===== config.mk =====
export PLATFORM = sky130hd
export DESIGN_NAME = ctrl_fsm
export DESIGN_NICKNAME = d
export VERILOG_FILES = /design/src/rtl/ctrl_fsm.sv
export SDC_FILE = /design/constraint.sdc
export NUM_CORES = 1
export LEC_CHECK = 0
export ABC_AREA = 1
export CAP_MARGIN = 20
export CORE_MARGIN = 4
export CORE_UTILIZATION = 36
export CTS_CLUSTER_SIZE = 28
export DETAILED_ROUTE_END_ITERATION = 10
export GPL_TIMING_DRIVEN = 0
export PLACE_DENSITY = 0.86
export RECOVER_POWER = 50
export SLEW_MARGIN = 20
export SYNTH_ARGS = -nofsm -noshare
export SYNTH_HDL_FRONTEND = slang
export SYNTH_SLANG_ARGS = --single-unit

===== constraint.sdc =====
create_clock -name clk -period 1.9 [get_ports clk]
set_input_delay 0.38 -clock clk [delete_from_list [all_inputs] [get_ports clk]]
set_output_delay 0.38 -clock clk [all_outputs]
set_load 0.02 [all_outputs]

===== src/rtl/ctrl_fsm.sv =====
// ctrl_fsm: multi-cycle IF/ID/EX/MEM/WB control FSM for an RV32I-subset datapath.
// Define CTRL_INSTR_COUNT_EN to add the 32-bit 'retired' instruction counter output.
module ctrl_fsm #(
  parameter int unsigned MEM_LAT = 1
) (
  input  logic        clk,
  input  logic        rst,
  input  logic [31:0] instr,
  input  logic        Zero,
  output logic        ALUSrc,
  output logic        MemToReg,
  output logic        RegWrite,
  output logic        PCSrc,
  output logic        loadPC,
  output logic [3:0]  ALUCtrl,
  output logic        MemRead,
  output logic        MemWrite,
  output logic [2:0]  state_o
`ifdef CTRL_INSTR_COUNT_EN
  ,
  output logic [31:0] retired
`endif
);

  localparam logic [2:0] S_IF  = 3'd0;
  localparam logic [2:0] S_ID  = 3'd1;
  localparam logic [2:0] S_EX  = 3'd2;
  localparam logic [2:0] S_MEM = 3'd3;
  localparam logic [2:0] S_WB  = 3'd4;

  localparam logic [6:0] OP_R     = 7'b0110011;
  localparam logic [6:0] OP_I     = 7'b0010011;
  localparam logic [6:0] OP_LOAD  = 7'b0000011;
  localparam logic [6:0] OP_STORE = 7'b0100011;
  localparam logic [6:0] OP_BR    = 7'b1100011;

  localparam logic [3:0] ALU_AND = 4'b0000;
  localparam logic [3:0] ALU_OR  = 4'b0001;
  localparam logic [3:0] ALU_ADD = 4'b0010;
  localparam logic [3:0] ALU_SUB = 4'b0110;
  localparam logic [3:0] ALU_SLT = 4'b0100;
  localparam logic [3:0] ALU_SRL = 4'b1000;
  localparam logic [3:0] ALU_SLL = 4'b1001;
  localparam logic [3:0] ALU_SRA = 4'b1010;
  localparam logic [3:0] ALU_XOR = 4'b1101;

  // Counter is loaded with MEM_LAT-1 so MEM lasts exactly MEM_LAT cycles.
  localparam logic [3:0] MEM_CNT_INIT = 4'(MEM_LAT - 1);

  logic [2:0] state_q, state_d;
  logic [3:0] mem_cnt_q, mem_cnt_d;
  logic       taken_q, taken_d;

  logic [6:0] opcode;
  logic [2:0] funct3;
  logic       funct7_5;
  logic       is_r, is_i, is_load, is_store, is_branch, is_mem;
  logic       br_taken;
  logic [3:0] alu_dec;
  logic       unused_instr_bits;

  assign opcode    = instr[6:0];
  assign funct3    = instr[14:12];
  assign funct7_5  = instr[30];
  assign is_r      = (opcode == OP_R);
  assign is_i      = (opcode == OP_I);
  assign is_load   = (opcode == OP_LOAD);
  assign is_store  = (opcode == OP_STORE);
  assign is_branch = (opcode == OP_BR);
  assign is_mem    = is_load | is_store;
  assign unused_instr_bits = ^{instr[31], instr[29:15], instr[11:7]};

  assign br_taken = is_branch &&
                    (((funct3 == 3'b000) && Zero) || ((funct3 == 3'b001) && !Zero));

  // Immediate ops never subtract; only funct3=101 looks at funct7[5] for them.
  always_comb begin
    alu_dec = ALU_ADD;
    if (is_r || is_i) begin
      case (funct3)
        3'b000:         alu_dec = (is_r && funct7_5) ? ALU_SUB : ALU_ADD;
        3'b001:         alu_dec = ALU_SLL;
        3'b010, 3'b011: alu_dec = ALU_SLT;
        3'b100:         alu_dec = ALU_XOR;
        3'b101:         alu_dec = funct7_5 ? ALU_SRA : ALU_SRL;
        3'b110:         alu_dec = ALU_OR;
        default:        alu_dec = ALU_AND;
      endcase
    end else if (is_branch) begin
      alu_dec = ALU_SUB;
    end
  end

  always_ff @(posedge clk) begin
    if (rst) begin
      state_q   <= S_IF;
      mem_cnt_q <= '0;
      taken_q   <= 1'b0;
    end else begin
      state_q   <= state_d;
      mem_cnt_q <= mem_cnt_d;
      taken_q   <= taken_d;
    end
  end

  always_comb begin
    state_d   = S_IF;
    mem_cnt_d = mem_cnt_q;
    taken_d   = taken_q;
    case (state_q)
      S_IF: state_d = S_ID;
      S_ID: state_d = S_EX;
      S_EX: begin
        state_d   = S_MEM;
        mem_cnt_d = is_mem ? MEM_CNT_INIT : 4'd0;
        taken_d   = br_taken;
      end
      S_MEM: begin
        if (is_mem && (mem_cnt_q != 4'd0)) begin
          state_d   = S_MEM;
          mem_cnt_d = mem_cnt_q - 4'd1;
        end else begin
          state_d = S_WB;
        end
      end
      S_WB:    state_d = S_IF;
      default: state_d = S_IF;
    endcase
  end

  // Strobes are masked while rst is high so an aborted instruction never writes.
  always_comb begin
    ALUSrc   = 1'b0;
    ALUCtrl  = ALU_ADD;
    MemRead  = 1'b0;
    MemWrite = 1'b0;
    RegWrite = 1'b0;
    MemToReg = 1'b0;
    loadPC   = 1'b0;
    PCSrc    = 1'b0;
    if (state_q inside {S_ID, S_EX, S_MEM, S_WB}) begin
      ALUCtrl = alu_dec;
      ALUSrc  = is_i | is_load | is_store;
    end
    if (!rst) begin
      if (state_q == S_MEM) begin
        MemRead  = is_load;
        MemWrite = is_store;
      end
      if (state_q == S_WB) begin
        RegWrite = is_r | is_i | is_load;
        MemToReg = is_load;
        loadPC   = 1'b1;
        PCSrc    = taken_q;
      end
    end
  end

  assign state_o = state_q;

`ifdef CTRL_INSTR_COUNT_EN
  logic [31:0] retired_q;

  always_ff @(posedge clk) begin
    if (rst) begin
      retired_q <= '0;
    end else if (loadPC) begin
      retired_q <= retired_q + 32'd1;
    end
  end

  assign retired = retired_q;
`endif

endmodule


; After elaboration in Yosys (flattened, before gate mapping)
; Index checks and enable logic that the tools add are counted.
[totals]
ff_bits = 8
latch_bits = 0
ramBits = 0
rom_bits = 0
input_bits = 35
memories = 0
[op_classes]
n_addsub = 1
mul = 0
div_mod_pow = 0
n_lt_le_gt_ge = 0
eq_ne = 16
n_shift = 0
n_mux = 23
bitwise_logic = 5
reduce_logical = 15
[op_table]
columns = op, count
row1 = case mux 4 bit (6 select lines), 1
row2 = equality test 7 x 6 -> 1 bit (second input constant), 2
row3 = two-way mux 1 bit, 13
row4 = equality test 3 x 2 -> 1 bit (second input constant), 4
row5 = equality test 3 bit (second input constant), 4
row6 = two-way mux 4 bit, 3
row7 = case mux 3 bit (4 select lines), 1
row8 = two-way mux 3 bit, 3
row9 = case mux 4 bit (2 select lines), 1
row10 = nonzero test 4 bit, 2
row11 = equality test 7 x 2 -> 1 bit (second input constant), 1
row12 = equality test 7 x 5 -> 1 bit (second input constant), 1
row13 = equality test 7 bit (second input constant), 1
row14 = equality test 3 x 1 -> 1 bit (second input constant), 2
row15 = zero test 3 bit, 2
row16 = logical AND 1 bit, 5
row17 = bitwise OR 1 bit, 5
row18 = subtractor 4 x 1 -> 4 bit (second input constant), 1
row19 = logical OR 1 bit, 2
row20 = two-way mux 2 bit, 1
row21 = inequality test 2 bit (second input constant), 1
row22 = AND reduction 2 bit, 1
row23 = nonzero test 2 bit, 1
row24 = OR reduction 2 bit, 1
row25 = zero test 1 bit, 1

; Logic depth before layout (Yosys ltp)
; Gate-level depths: netlist of the first run.
[depth]
depth_word = 6
mapped_depth = 9
depth_no_buf = 9

; Least setup slack after synthesis of the first run
; Ideal clock, no wire load.
[synth_timing]
path_kind = register to output
from = reg state_q[0] (netlist: state_o[0])
to = out MemToReg
t_arrival_ns = 1.581
t_required_ns = 1.520
path_slack_ns = -0.061
stages_incl_launch_ff = 6
n_path_buf = 0
path_cell_list = dfxtp_1 -> nor2_1 -> nand2_1 -> nor2_1 -> nand4_1 -> nor3_1
[synth_between]
elab_chain_len = 3
[synth_rtl]
columns = item, line_no
row1 = from (decl), 50  ; logic [2:0] state_q, state_d;
row2 = from (signal assigned), 100  ; state_q <= state_d;
row3 = equality test 3 bit, 150  ; if (state_q == S_WB) begin
row4 = two-way mux 1 bit, 150
row5 = two-way mux 1 bit, 145  ; if (!rst) begin
row6 = to (decl), 11  ; output logic MemToReg,
; No other way between the ends.

; Final worst setup path of the first run
[layout_timing]
from = reg state_q[1] (netlist: state_o[1])
to = out ALUSrc
[layout_between]
elab_chain_len = 3
[layout_rtl]
columns = item, line_no
row1 = "equality test 3 x 1 -> 1 bit, or another cell as far along", 141  ; if (state_q inside {S_ID, S_EX, S_MEM, S_WB}) begin
row2 = nonzero test 4 bit (*), 141
row3 = two-way mux 1 bit (*), 141
row4 = to (decl), 10  ; output logic ALUSrc,
; Every way passes the cells marked *; elsewhere a longest branch is shown, timed or not.

==> results.tsv, run 1 <==
stage	metric	value	unit
yosys	number of distinct library cells after synthesis	25	
floorplanning	die height	50.8	µm
yosys	combinational family with the most area after synthesis	simple AND/OR/NAND/NOR gates	
finish	Area Growth Syn to Fin	52.3	%
sta	setup TNS	0	ps
finish	NumNets Final	181	
placement	RePlAce Congestion	0.801	
yosys	Avg Inst Size Synth	6.27	µm²
setup_path	crit-path max FO	5	
yosys	post-synthesis mux area share	0	%
power	Pwr Density	423	nW/µm²
finish	Core Util, Final	58.0	%
setup_path	Reg2Reg Launch Point	mem_cnt_q[0]$_SDFFE_PP0P_	
yosys	post-synthesis xor/xnor area fraction	2.66	%
clocking	Post-CTS Hold Buffers	0	
sta	crit path time final	1850	ps
global_route	largest net degree at the start of global routing	8	
clocking	Root Buffer Master	clkbuf_4	
floorplanning	Die Area	2580	µm²
floorplanning	Die Wd	50.8	µm
min_path	Hold/Removal Path Class	reg2reg	
global_route	initial antenna violation count	0	
floorplanning	core area	1730	µm²
yosys	register area share after synthesis	24.3	%
clocking	CTS tree	yes	
placement	Buffers on Ports	27	
clocking	clk_lat worst skew	250	ps
global_route	first-pass GRT wire length	3060	µm
global_route	gr ovfl total	0	
yosys	warnings from Yosys	0	
yosys	cells after synthesis	105	
route	Total Routed Length	1870	µm
floorplanning	IO Pins	49	
route	vias per cell	4.84	
setup_path	Setup crit start kind	register	
sta	Slew Limit Headroom	85.3	%
global_route	vias in the first global route	759	
sta	hold_ws	424	ps
setup_path	reg2reg end	mem_cnt_q[3]$_SDFFE_PP0P_	
sta	max-slew violation count	0	
min_path	hold endpoint	mem_cnt_q[0]$_SDFFE_PP0P_	
placement	post-DP HPWL	1400	µm
clocking	H-tree levels	1	
setup_path	CP endpoint kind	primary output	
sta	final setup fails	0	
sta	worst-margin pin slew	218	ps
finish	Final Instance Count excl. Fillers	167	
placement	dpl cells	157	
clocking	Sink Count	8	
sta	final period utilization	97.1	%
finish	fin area	1000	µm²
setup_path	CP arrival	1470	ps
global_route	gr usage total	15.1	%
yosys	post-synthesis adder-cell area fraction	3.80	%
flow_run	max_cap viols	0	
setup_path	critical path class	reg2out	
setup_path	R2R Setup Slk	470	ps
clocking	Num CTS Buffers	3	
route	vias post-DR	808	
sta	Clock Skew	3.15	ps
route	Routed Antenna Nets	0	
yosys	Simple-Gate Fraction of Synth Area	42.8	%
min_path	Hold Path Origin	mem_cnt_q[0]$_SDFFE_PP0P_	
clocking	clock-pin slew on the worst setup and hold paths	50	ps
power	total power draw	0.424	mW
route	DR pass1 iterations	4	
min_path	hold path cells	1	
yosys	Mapped Nets	142	
setup_path	Reg2Reg Depth	8	
setup_path	Critical Path RT	1520	ps
power	worst vdd ir	0.000359	V
floorplanning	Starting Density	38.1	%
yosys	#FFs+latches synth	8	
route	Initial DRC Count	10	
sta	f_max	542	MHz
power	leakage	0.512	nW
yosys	Netlist Area Pre-Place	658	µm²
sta	Final WS setup	54.6	ps
run_status	status	finished, final reports clean	
placement	DP Worst Slack	-685	ps
sta	Final Hold Vio Count	0	
finish	fraction of layout cells with a size suffix above 1	25.4	%
yosys	Compound-Gate Fraction of Synth Area	13.9	%
route	residual DRC count	0	
finish	# diodes	0	
floorplanning	Rows	15	
clocking	CTS Buffer Depth	2	
route	WL/cell	11.2	µm
placement	Post-Place Cell Area	965	µm²
## worst max path at each step
stage,start,endpoint,slack [ps],depth (start not counted)
after floorplan,state_o[0]$_SDFF_PP0_,MemRead,10,4
after global placement,instr[1],ALUCtrl[0],-670,8
after detailed placement,instr[0],ALUCtrl[0],-690,8
after CTS,state_o[1]$_SDFF_PP0_,ALUCtrl[3],1,8
after global routing,state_o[1]$_SDFF_PP0_,ALUCtrl[0],-60,7
final,state_o[1]$_SDFF_PP0_,ALUSrc,50,5
## critical path, cell delays in order (launching register included)
cell and delay [ps]:
dfxtp_1 410, o21ai_0 150, nand2_2 100, inv_2 50, nor3_1 170, clkdlybuf4s15_1 330
## per-layer routing
metal  vias up  track usage [%]  wire (µm)
met4         0             6.28         11
met3         2             1.78        144
met2        34             28.5        972
met5         -                0          0
met1       362             16.9        737
li1        410                -          -
## where the power goes
part           total [mW]  internal, mW  switching [mW]  leakage (nW)
clock               0.125        0.0719          0.0527        0.0138
combinational       0.117        0.0520          0.0651         0.433
sequential          0.182         0.174         0.00801        0.0653
total               0.424         0.298           0.126         0.512
## Yosys cell counts
master | count | area [µm²]
nand2_1 | 23 | 86.3
inv_1 | 21 | 78.8
nor2_1 | 9 | 33.8
dfxtp_1 | 8 | 160
o21ai_0 | 7 | 35.0
nor3_1 | 6 | 30.0
a21oi_1 | 5 | 25.0
nand3_1 | 5 | 25.0
ha_1 | 2 | 25.0
nand2_2 | 2 | 12.5
nand4_1 | 2 | 12.5
nor2_4 | 2 | 22.5
a21oi_2 | 1 | 8.76
inv_2 | 1 | 3.75
nand2_4 | 1 | 11.3
nand3_4 | 1 | 17.5
nor2_2 | 1 | 6.26
nor3_2 | 1 | 10.0
nor3b_1 | 1 | 7.51
nor4_1 | 1 | 6.26
o2111ai_1 | 1 | 8.76
o21ai_1 | 1 | 5.00
o21ai_2 | 1 | 8.76
xnor2_1 | 1 | 8.76
xor2_1 | 1 | 8.76
## repair_timing
item	CTS	global route
setup buffers	7	0
pin swaps	6	6
endpoints found under the setup margin	11	10
resized for setup	53	16
## placed cells by master (no fill, tap or decap)
cell type        instances
a21oi_1                  6
buf_2                    5
buf_4                   10
clkbuf_4                 3
clkdlybuf4s15_1          4
clkdlybuf4s50_1          4
dfxtp_1                  7
dfxtp_2                  1
dlygate4sd2_1            9
dlygate4sd3_1            1
dlymetal6s2s_1           1
ha_1                     2
inv_1                   16
inv_2                    6
nand2_1                 24
nand2_2                  2
nand3_1                  5
nand3_4                  1
nand4_1                  2
nor2_1                   8
nor2_2                   2
nor2_4                   2
nor3_1                   4
nor3_2                   2
nor3_4                   1
nor3b_1                  1
nor4_1                   1
o2111ai_1                1
o21ai_0                  7
o21ai_1                  1
o21ai_2                  1
xnor2_1                  1
xor2_1                   1
## sequential cells by signal, summed over array words and instances, names as in the netlist
| signal | count |
|---|---|
| state_o | 3 |
| mem_cnt_q | 4 |
| taken_q | 1 |
## cells by family (layout without fill, tap and decap cells)
logic type | Yosys count | count (layout)
compound gates | 16 | 16
xor+xnor | 2 | 2
fa+ha+maj | 2 | 2
buf+inv | 22 | 59
flops | 8 | 8
simple gates | 55 | 55
## cell type report
| cell class | instances | area (µm²) |
|---|---|---|
| tap | 25 | 31.3 |
| sequential | 8 | 161 |
| multi-input combinational | 75 | 423 |
| clock buffer | 3 | 22.5 |
| inverter | 22 | 82.6 |
| fill | 174 | 724 |
| timing repair buffer | 34 | 282 |
No activity file was read; power rests on OpenSTA's default activity.
==> run 2, diff against run 1 <==
--- a/config.mk
+++ b/config.mk
@@ -7,12 +7,14 @@
 export LEC_CHECK = 0
 export ABC_AREA = 1
 export CAP_MARGIN = 20
+export CELL_PAD_IN_SITES_DETAIL_PLACEMENT = 1
+export CELL_PAD_IN_SITES_GLOBAL_PLACEMENT = 1
 export CORE_MARGIN = 4
-export CORE_UTILIZATION = 36
+export CORE_UTILIZATION = 22
 export CTS_CLUSTER_SIZE = 28
 export DETAILED_ROUTE_END_ITERATION = 10
 export GPL_TIMING_DRIVEN = 0
-export PLACE_DENSITY = 0.86
+export PLACE_DENSITY = 0.84
 export RECOVER_POWER = 50
 export SLEW_MARGIN = 20
 export SYNTH_ARGS = -nofsm -noshare
==> results.tsv, run 2 (synthesized netlist as in run 1, its figures left out) <==
stage	metric	value	unit
power	Flop pwr share	42.0	%
setup_path	Setup crit start kind	input port	
clocking	CTS tree	yes	
global_route	initial antenna violation count	0	
clocking	Sink Count	8	
clocking	CTS Buffer Depth	2	
placement	DP Worst Slack	-710	ps
power	Psw	0.140	mW
min_path	Hold/Removal Path Class	reg2reg	
finish	commonest non-fill, non-tap cell in the layout	nand2_1	
finish	max reg flops	4	
global_route	first-pass GRT wire length	3810	µm
floorplanning	Starting Density	23.5	%
power	Pwr Density	425	nW/µm²
clocking	Num CTS Buffers	3	
min_path	hold path cells	1	
sta	Final WS setup	35.2	ps
min_path	Hold Path Origin	mem_cnt_q[0]$_SDFFE_PP0P_	
setup_path	critical path class	in2out	
floorplanning	IO Pins	49	
global_route	gr usage total	11.7	%
floorplanning	core area	2810	µm²
sta	max-slew violation count	0	
route	vias post-DR	807	
setup_path	Reg2Reg Launch Point	mem_cnt_q[0]$_SDFFE_PP0P_	
finish	fin area	1020	µm²
clocking	Post-CTS Hold Buffers	0	
placement	dpl cells	163	
placement	Post-Place Cell Area	972	µm²
setup_path	Reg2Reg Depth	8	
route	DR pass1 iterations	2	
power	Int Pwr	0.296	mW
finish	Area Growth Syn to Fin	55.7	%
finish	fraction of layout cells with a size suffix above 1	28.8	%
setup_path	R2R Setup Slk	400	ps
setup_path	Critical Path RT	1520	ps
power	Logic pwr share	26.7	%
run_status	status	finished, final reports clean	
power	worst vdd ir	0.000220	V
route	WL/cell	13.1	µm
sta	setup TNS	0	ps
finish	Final Instance Count excl. Fillers	170	
power	total power draw	0.436	mW
clocking	clk_lat worst skew	260	ps
finish	# diodes	0	
finish	NumNets Final	178	
sta	Slew Limit Headroom	83.1	%
clocking	clock-pin slew on the worst setup and hold paths	50	ps
finish	Reg with most FFs	mem_cnt_q	
placement	RePlAce Congestion	0.848	
floorplanning	Rows	19	
sta	RSZ-0062 raised after global routing	true	
finish	most frequent cells in the layout	nand2_1, inv_1, nor2_1, buf_4	
global_route	vias in the first global route	868	
sta	final setup fails	0	
setup_path	CP arrival	1480	ps
sta	Clock Skew	3.86	ps
power	leakage	0.517	nW
power	sw frac	32.1	%
sta	Final Hold Vio Count	0	
sta	f_max	536	MHz
route	residual DRC count	0	
setup_path	crit path launch	instr[3]	
route	Routed Antenna Nets	0	
setup_path	CP endpoint kind	primary output	
sta	crit path time final	1860	ps
global_route	gr ovfl total	0	
route	Initial DRC Count	5	
setup_path	crit-path max FO	7	
placement	post-DP HPWL	1780	µm
route	Total Routed Length	2230	µm
setup_path	reg2reg end	mem_cnt_q[3]$_SDFFE_PP0P_	
min_path	hold endpoint	mem_cnt_q[0]$_SDFFE_PP0P_	
floorplanning	die height	62.7	µm
global_route	largest net degree at the start of global routing	8	
flow_run	max_cap viols	0	
clocking	Root Buffer Master	clkbuf_4	
power	Clock power frac	31.4	%
floorplanning	Die Wd	62.7	µm
placement	Buffers on Ports	27	
floorplanning	Die Area	3930	µm²
route	vias per cell	4.75	
sta	worst-margin pin slew	253	ps
sta	final period utilization	98.1	%
clocking	H-tree levels	1	
==> run 2: cell count changes in the layout (fill, tap and decap cells not counted), moves of 2 or more <==
cell | before | now
dlymetal6s2s_1 | 1 | 3
buf_4 | 10 | 7
dlygate4sd2_1 | 9 | 6
dfxtp_1 | 7 | 5
==> run 2: how the worst max path moves through the flow <==
| stage | endpoint | slack, ps | cells past startpoint |
|---|---|---|---|
| final | ALUCtrl[0] | 40 | 7 |
| after CTS | ALUCtrl[3] | -20 | 8 |
| after global placement | ALUCtrl[0] | -680 | 8 |
| after floorplan | MemRead | 10 | 4 |
| after global routing | ALUCtrl[0] | -40 | 8 |
| after detailed placement | ALUCtrl[2] | -710 | 10 |
==> run 2: through the flow <==
step / hold slack [ps] / util [%]
after floorplan: 413 / -
after global placement: 422 / 34.7
after detailed placement: 436 / 34.7
after CTS: 443 / 35.5
after global routing: 464 / 36.5
final: 434 / 36.5
==> run 2: final cells by class <==
cell class / count / area (µm²)
Clock buffer: 3 / 22.5
Fill cell: 385 / 1780
Inverter: 22 / 82.6
Multi-Input combinational cell: 75 / 445
Sequential cell: 8 / 166
Tap cell: 31 / 38.8
Timing Repair Buffer: 31 / 269
==> run 2: layer usage <==
metal / GRT usage [%] / share of wire, %
met1: 12.5 / 40
met2: 20.5 / 52
met3: 3.78 / 6.6
met4: 5.51 / 1.6
met5: 0 / 0
==> run 2: power by group through the flow <==
stage               clock network (mW)  logic (mW)  registers [mW]
CTS                              0.143       0.116           0.183
global route                     0.151       0.129           0.185
floorplan                            0      0.0478           0.188
detailed placement                   0       0.110           0.184
finish                           0.137       0.116           0.183
global placement                     0       0.106           0.183
==> run 2: worst max-delay path, cell delays in order <==
cell             delay (ps)
clkdlybuf4s15_1         200
nor2_4                  150
nand3_4                 150
nor3_4                  250
o21ai_2                  90
nor2_1                  110
buf_4                   150
==> run 2: timing repair <==
item                       CTS  global route
setup endpoints to repair   11             7
gates resized for setup     67            16
cloned                       0             0
pin swaps                    7             6
setup buffers                3             1
==> run 3, diff against run 2 <==
--- a/config.mk
+++ b/config.mk
@@ -16,6 +16,7 @@
 export GPL_TIMING_DRIVEN = 0
 export PLACE_DENSITY = 0.84
 export RECOVER_POWER = 50
+export SKIP_LAST_GASP = 1
 export SLEW_MARGIN = 20
 export SYNTH_ARGS = -nofsm -noshare
 export SYNTH_HDL_FRONTEND = slang
==> results of run 3 <==
Same layout as run 2: the final DEF is identical, and so are final timing and power.
Among the figures that moved: number of gates resized after CTS 67 -> 66
